==> config.mk <==
export PLATFORM = sky130hd
export DESIGN_NAME = fifo_rd_streamer
export DESIGN_NICKNAME = d
export VERILOG_FILES = /design/src/rtl/fifo_pkg.sv /design/src/rtl/stream_skid_buf.sv /design/src/rtl/fifo_rd_streamer.sv
export SDC_FILE = /design/constraint.sdc
export NUM_CORES = 1
export LEC_CHECK = 0
export CAP_MARGIN = 5
export CORE_MARGIN = 2
export CORE_UTILIZATION = 48
export CTS_BUF_LIST = sky130_fd_sc_hd__clkbuf_16
export DETAILED_ROUTE_END_ITERATION = 12
export PLACE_DENSITY = 0.78
export SLEW_MARGIN = 30
export SYNTH_ARGS = -nofsm -noshare
export SYNTH_HDL_FRONTEND = slang
export SYNTH_SLANG_ARGS = --single-unit
==> constraint.sdc <==
create_clock -name clk -period 4.9 [get_ports clk]
set_clock_uncertainty 0.15 [all_clocks]
set_input_delay 1.47 -clock clk [delete_from_list [all_inputs] [get_ports clk]]
set_output_delay 1.47 -clock clk [all_outputs]
set_load 0.02 [all_outputs]
==> src/rtl/fifo_pkg.sv <==
// Shared types and defaults for the syn_fifo read-side streamer.
// Contents: default word width, output buffer depth, occupancy state encoding,
// and a helper that turns an occupancy state into an entry count.
package fifo_pkg;

    localparam int unsigned DEF_DATA_WIDTH = 8;
    localparam int unsigned DEF_BUF_DEPTH  = 2;

    typedef enum logic [1:0] {
        OCC_EMPTY = 2'd0,
        OCC_ONE   = 2'd1,
        OCC_TWO   = 2'd2
    } occ_e;

    // Number of buffered entries represented by an occupancy state.
    function automatic logic [1:0] occ_count(input occ_e occ);
        return 2'(occ);
    endfunction

endpackage

==> src/rtl/stream_skid_buf.sv <==
// Two-entry output buffer with an occupancy FSM.
// Ports:
//   clk, reset  - clock, asynchronous active-high reset
//   push, din   - write din into the buffer tail
//   pop         - head consumed by the sink this cycle
//   flush       - discard all buffered entries (wins over push/pop)
//   valid, data - registered head of buffer
//   occ         - current occupancy state
module stream_skid_buf
    import fifo_pkg::*;
#(
    parameter int unsigned DATA_WIDTH = DEF_DATA_WIDTH
) (
    input  logic                  clk,
    input  logic                  reset,
    input  logic                  push,
    input  logic                  pop,
    input  logic                  flush,
    input  logic [DATA_WIDTH-1:0] din,
    output logic                  valid,
    output logic [DATA_WIDTH-1:0] data,
    output occ_e                  occ
);

    occ_e                  state;
    occ_e                  state_nxt;
    logic [DATA_WIDTH-1:0] head;
    logic [DATA_WIDTH-1:0] head_nxt;
    logic [DATA_WIDTH-1:0] tail;
    logic [DATA_WIDTH-1:0] tail_nxt;

    // State and storage registers.
    always_ff @(posedge clk or posedge reset) begin
        if (reset) begin
            state <= OCC_EMPTY;
            head  <= '0;
            tail  <= '0;
        end else begin
            state <= state_nxt;
            head  <= head_nxt;
            tail  <= tail_nxt;
        end
    end

    // Occupancy transitions; head only changes when a new word becomes head.
    always_comb begin
        state_nxt = state;
        head_nxt  = head;
        tail_nxt  = tail;
        if (flush) begin
            state_nxt = OCC_EMPTY;
        end else begin
            case (state)
                OCC_EMPTY: begin
                    // pop cannot occur here: valid is low while empty
                    if (push) begin
                        state_nxt = OCC_ONE;
                        head_nxt  = din;
                    end
                end
                OCC_ONE: begin
                    if (push && pop) begin
                        head_nxt = din;
                    end else if (push) begin
                        state_nxt = OCC_TWO;
                        tail_nxt  = din;
                    end else if (pop) begin
                        state_nxt = OCC_EMPTY;
                    end
                end
                OCC_TWO: begin
                    // read issue never leaves a word in flight while full,
                    // but keep ordering correct if push and pop coincide
                    if (pop) begin
                        head_nxt = tail;
                        if (push) begin
                            tail_nxt = din;
                        end else begin
                            state_nxt = OCC_ONE;
                        end
                    end
                end
                default: begin
                    state_nxt = OCC_EMPTY;
                end
            endcase
        end
    end

    assign valid = (state != OCC_EMPTY);
    assign data  = head;
    assign occ   = state;

endmodule

==> src/rtl/fifo_rd_streamer.sv <==
// Drain stage for syn_fifo: issues read strobes, absorbs the FIFO's one-cycle
// registered read latency and presents words on a valid/ready stream at up to
// one word per clock. Never strobes an empty FIFO; at most two words are ever
// held outside the FIFO (buffered plus in flight).
// Ports:
//   clk, reset            - clock, asynchronous active-high reset
//   flush                 - drop buffered and in-flight words, no strobe this cycle
//   fifo_empty, fifo_data - syn_fifo status and read data (valid cycle after strobe)
//   fifo_rd_cs, fifo_rd_en- read strobe (combinational, identical signals)
//   m_valid, m_ready, m_data - output stream
//   word_cnt              - words accepted by the sink (FIFO_RD_STATS_EN only)
// Build option: define FIFO_RD_STATS_EN to add the word_cnt port and counter.
module fifo_rd_streamer
    import fifo_pkg::*;
#(
    parameter int unsigned DATA_WIDTH = DEF_DATA_WIDTH,
    parameter int unsigned BUF_DEPTH  = DEF_BUF_DEPTH
) (
    input  logic                  clk,
    input  logic                  reset,
    input  logic                  flush,
    input  logic                  fifo_empty,
    input  logic [DATA_WIDTH-1:0] fifo_data,
    output logic                  fifo_rd_cs,
    output logic                  fifo_rd_en,
    output logic                  m_valid,
    input  logic                  m_ready,
    output logic [DATA_WIDTH-1:0] m_data
`ifdef FIFO_RD_STATS_EN
    ,
    output logic [31:0]           word_cnt
`endif
);

    localparam int unsigned OUT_W     = 3;
    localparam logic [OUT_W-1:0] OCC_LIMIT = OUT_W'(BUF_DEPTH);

    occ_e             occ;
    logic             inflight;
    logic             pop;
    logic             push;
    logic             rd;
    logic [OUT_W-1:0] outstanding;

    assign pop  = m_valid && m_ready;
    // A word returning during flush belongs to the discarded stream.
    assign push = inflight && !flush;

    // Words that will sit outside the FIFO after this edge, before any new strobe.
    assign outstanding = OUT_W'(occ_count(occ)) + OUT_W'(inflight) - OUT_W'(pop);
    assign rd = !reset && !fifo_empty && !flush && (outstanding < OCC_LIMIT);

    assign fifo_rd_en = rd;
    assign fifo_rd_cs = rd;

    // One-cycle read latency tracker.
    always_ff @(posedge clk or posedge reset) begin
        if (reset) begin
            inflight <= 1'b0;
        end else begin
            inflight <= rd;
        end
    end

    stream_skid_buf #(
        .DATA_WIDTH (DATA_WIDTH)
    ) u_buf (
        .clk   (clk),
        .reset (reset),
        .push  (push),
        .pop   (pop),
        .flush (flush),
        .din   (fifo_data),
        .valid (m_valid),
        .data  (m_data),
        .occ   (occ)
    );

`ifdef FIFO_RD_STATS_EN
    localparam int unsigned CNT_W = 32;
    logic [CNT_W-1:0] word_cnt_q;

    // Accepted-word counter; wraps naturally, flush does not touch it.
    always_ff @(posedge clk or posedge reset) begin
        if (reset) begin
            word_cnt_q <= '0;
        end else if (pop) begin
            word_cnt_q <= word_cnt_q + CNT_W'(1);
        end
    end

    assign word_cnt = word_cnt_q;
`endif

endmodule

==> impl_metrics.json <==
{
  "clkSinkCount": 19,
  "vias": 651,
  "cts_tree": "yes",
  "synth_sequential_area_ratio": 0.479,
  "async_flop_share": 1.00,
  "synth.distinct_cells": 25,
  "synthTopCellsByCount": "mux2_2 (24), dfrtp_1 (19), nor2b_1 (3)",
  "synth_top_family_by_area": "multiplexers",
  "peakVddDrop_mv": 0.295,
  "finalHoldViolCount": 0,
  "p_per_area_mw_per_mm2": 352,
  "core_mm2": 0.00196,
  "maxSlewViolCount": 0,
  "synthMuxAreaShare": 0.282,
  "p_leak_nw": 0.591,
  "io_pins": 24,
  "placed_cell_area_mm2": 0.00128,
  "antenna_left": 0,
  "worstPathMaxFanout": 6,
  "synth_top_area_share": 0.479,
  "startpoint": "m_ready",
  "fmax_mhz": 210,
  "grt_start_max_net_pins": 20,
  "yosys.area_share.simple": 0.105,
  "drt-pass1-iter-count": 3,
  "die_y_um": 49.5,
  "numPortBuffers": 23,
  "end_kind": "output pin",
  "areaGrowthSynthToFinish_pct": 37.3,
  "hold_class": "flop to flop",
  "critical_path_class": "primary input to output pin",
  "gr-usage-all-layers": 0.171,
  "numCtsBuffers": 3,
  "yosys.area.top_type": "dfrtp_1",
  "routed_wl_um": 1760,
  "slew_headroom": 0.495,
  "num_rows": 16,
  "synth_area_um2": 993,
  "insertion_delay_ps": 250,
  "clockBufferDepth": 2,
  "synth_edf_count": 0,
  "worst_slack_ps": 143,
  "wl_per_cell_um": 13.7,
  "power.total_uw": 480,
  "syn_inst": 73,
  "die_area_mm2": 0.00245,
  "cp.required_ps": 3280,
  "yosys.area_share.xor_xnor": 0.00882,
  "root_buffer": "clkbuf_16",
  "drive_gt1_frac": 0.412,
  "grt_remaining_overflow": 0,
  "avgSynthCellArea_um2": 13.6,
  "min_period_over_period": 0.971,
  "hold_ws_ps": 351,
  "grt_pass1_vias": 699,
  "rsz0062_at_grt": "false",
  "finalSetupViolCount": 0,
  "hold_path_startpoint": "u_buf.tail[3]$_DFFE_PP0P_",
  "cap_violations": 0,
  "fin_crit_ps": 4760,
  "die_w_um": 49.5,
  "gp_congestion": 0.770,
  "cp-start-kind": "primary input",
  "diodes": 0,
  "grt_pass1_wl_um": 3060,
  "initial_core_util": 0.506,
  "dp_worst_setup_slack_ps": -612,
  "synth_compound_area_frac": 0.0781,
  "viasPerCell": 5.05,
  "fin_nets": 117,
  "synth_fp_nets": 87,
  "tightestPinTransition_ps": 756,
  "ys_top_cells_by_area": "dfrtp_1 (48%), mux2_2 (27%), o32ai_4 (2.8%)",
  "fin_area_mm2": 0.00136,
  "arrival_ps": 3140,
  "status": "complete, no violations",
  "synth_adder_area_share": 0.0202,
  "hpwl_um": 1310,
  "reg2reg_from": "u_buf.occ[1]$_DFFE_PP0P_",
  "ctsHoldBuffers": 0,
  "yosysMostFrequentCell": "mux2_2",
  "ys_warn_count": 0,
  "synth_ff_type": "dfrtp_1",
  "drt_iter0_drc": 11,
  "antenna_found_initial": 0,
  "clk_pin_slew_ps": 50,
  "route.detailed.drc": 0,
  "yosys_register_bits": 19,
  "h-tree-depth": 1
}
stage by stage:
step           TNS [ps]  cells  utilization
2_1_floorplan         0     73            -
3_3_place_gp      -1040    125        0.653
3_5_place_dp      -1220    125        0.653
4_1_cts               0    129        0.695
5_1_grt               0    129        0.695
6_report              0    129        0.695
registers in the layout, indices dropped and copies added (netlist names):
name and count:
u_buf.data 8, u_buf.tail 8, u_buf.occ 2, inflight 1
report_power, final:
part           switching [mW]  internal [mW]  leakage (nW)  total (mW)
clock                  0.0561          0.109        0.0409       0.165
sequential             0.0133          0.182         0.245       0.196
combinational          0.0509         0.0682         0.305       0.119
total                   0.120          0.360         0.591       0.480
per-layer routing:
metal | up-vias | routed length (um) | track usage
met1 | 314 | 751 | 0.192
met5 | - | 0 | 0
met4 | 0 | 49 | 0.111
li1 | 316 | - | -
met3 | 4 | 83 | 0.0424
met2 | 17 | 876 | 0.288
final timing paths:
path	end	cells past startpoint	slack (ps)
worst max register to register	u_buf.data[3]$_DFFE_PP0P_	3	2730
worst min-delay path	u_buf.tail[3]$_DFFE_PP0P_	1	350
worst max-delay path	fifo_rd_cs	7	140
min in group asynchronous	u_buf.data[1]$_DFFE_PP0P_	2	1570
worst min register to register	u_buf.tail[3]$_DFFE_PP0P_	1	350
max in group asynchronous	u_buf.occ[0]$_DFFE_PP0P_	2	2590
worst max-delay path, stage by stage:
cell and delay (ps):
dlygate4sd2_1 280, and3b_1 200, buf_4 150, fa_1 490, nand2b_1 90, nor4_4 270
buf_4 200
cell families after synthesis:
family	after synthesis
mux	25
flops	19
simple gates	15
compound gates	7
buf+inv	5
xor+xnor	1
fa+ha+maj	1
cell type report:
type / count / area, um2
inverter: 2 / 7.51
tap: 27 / 33.8
clock inverter: 1 / 5.00
multi-input combinational: 49 / 505
clock buffer: 3 / 75.1
fill: 163 / 598
sequential: 19 / 475
timing repair buffer: 28 / 262
cell usage in the layout (no fill, tap or decap):
| master | instances |
|---|---|
| a21oi_1 | 2 |
| a32oi_1 | 1 |
| and3b_1 | 1 |
| buf_4 | 7 |
| clkbuf_16 | 3 |
| clkdlybuf4s50_1 | 20 |
| clkinv_2 | 1 |
| dfrtp_1 | 19 |
| dlygate4sd2_1 | 1 |
| fa_1 | 1 |
| inv_1 | 2 |
| mux2_2 | 24 |
| mux2i_1 | 1 |
| nand2_1 | 1 |
| nand2b_1 | 2 |
| nand3b_1 | 1 |
| nor2_1 | 1 |
| nor2b_1 | 3 |
| nor3b_2 | 1 |
| nor4_4 | 1 |
| o21ai_0 | 1 |
| o21ai_4 | 1 |
| o21ba_2 | 1 |
| o32ai_4 | 1 |
| or2_2 | 1 |
| or2b_1 | 2 |
| or3b_2 | 1 |
| xor2_1 | 1 |
what timing repair did:
item | 4_1_cts | 5_1_grt
resized for setup | 14 | 0
pin swaps | 1 | 1
setup buffers | 0 | 0
endpoints found under the setup margin | 2 | 2
Note: power is estimated with default switching activity, not from simulation.
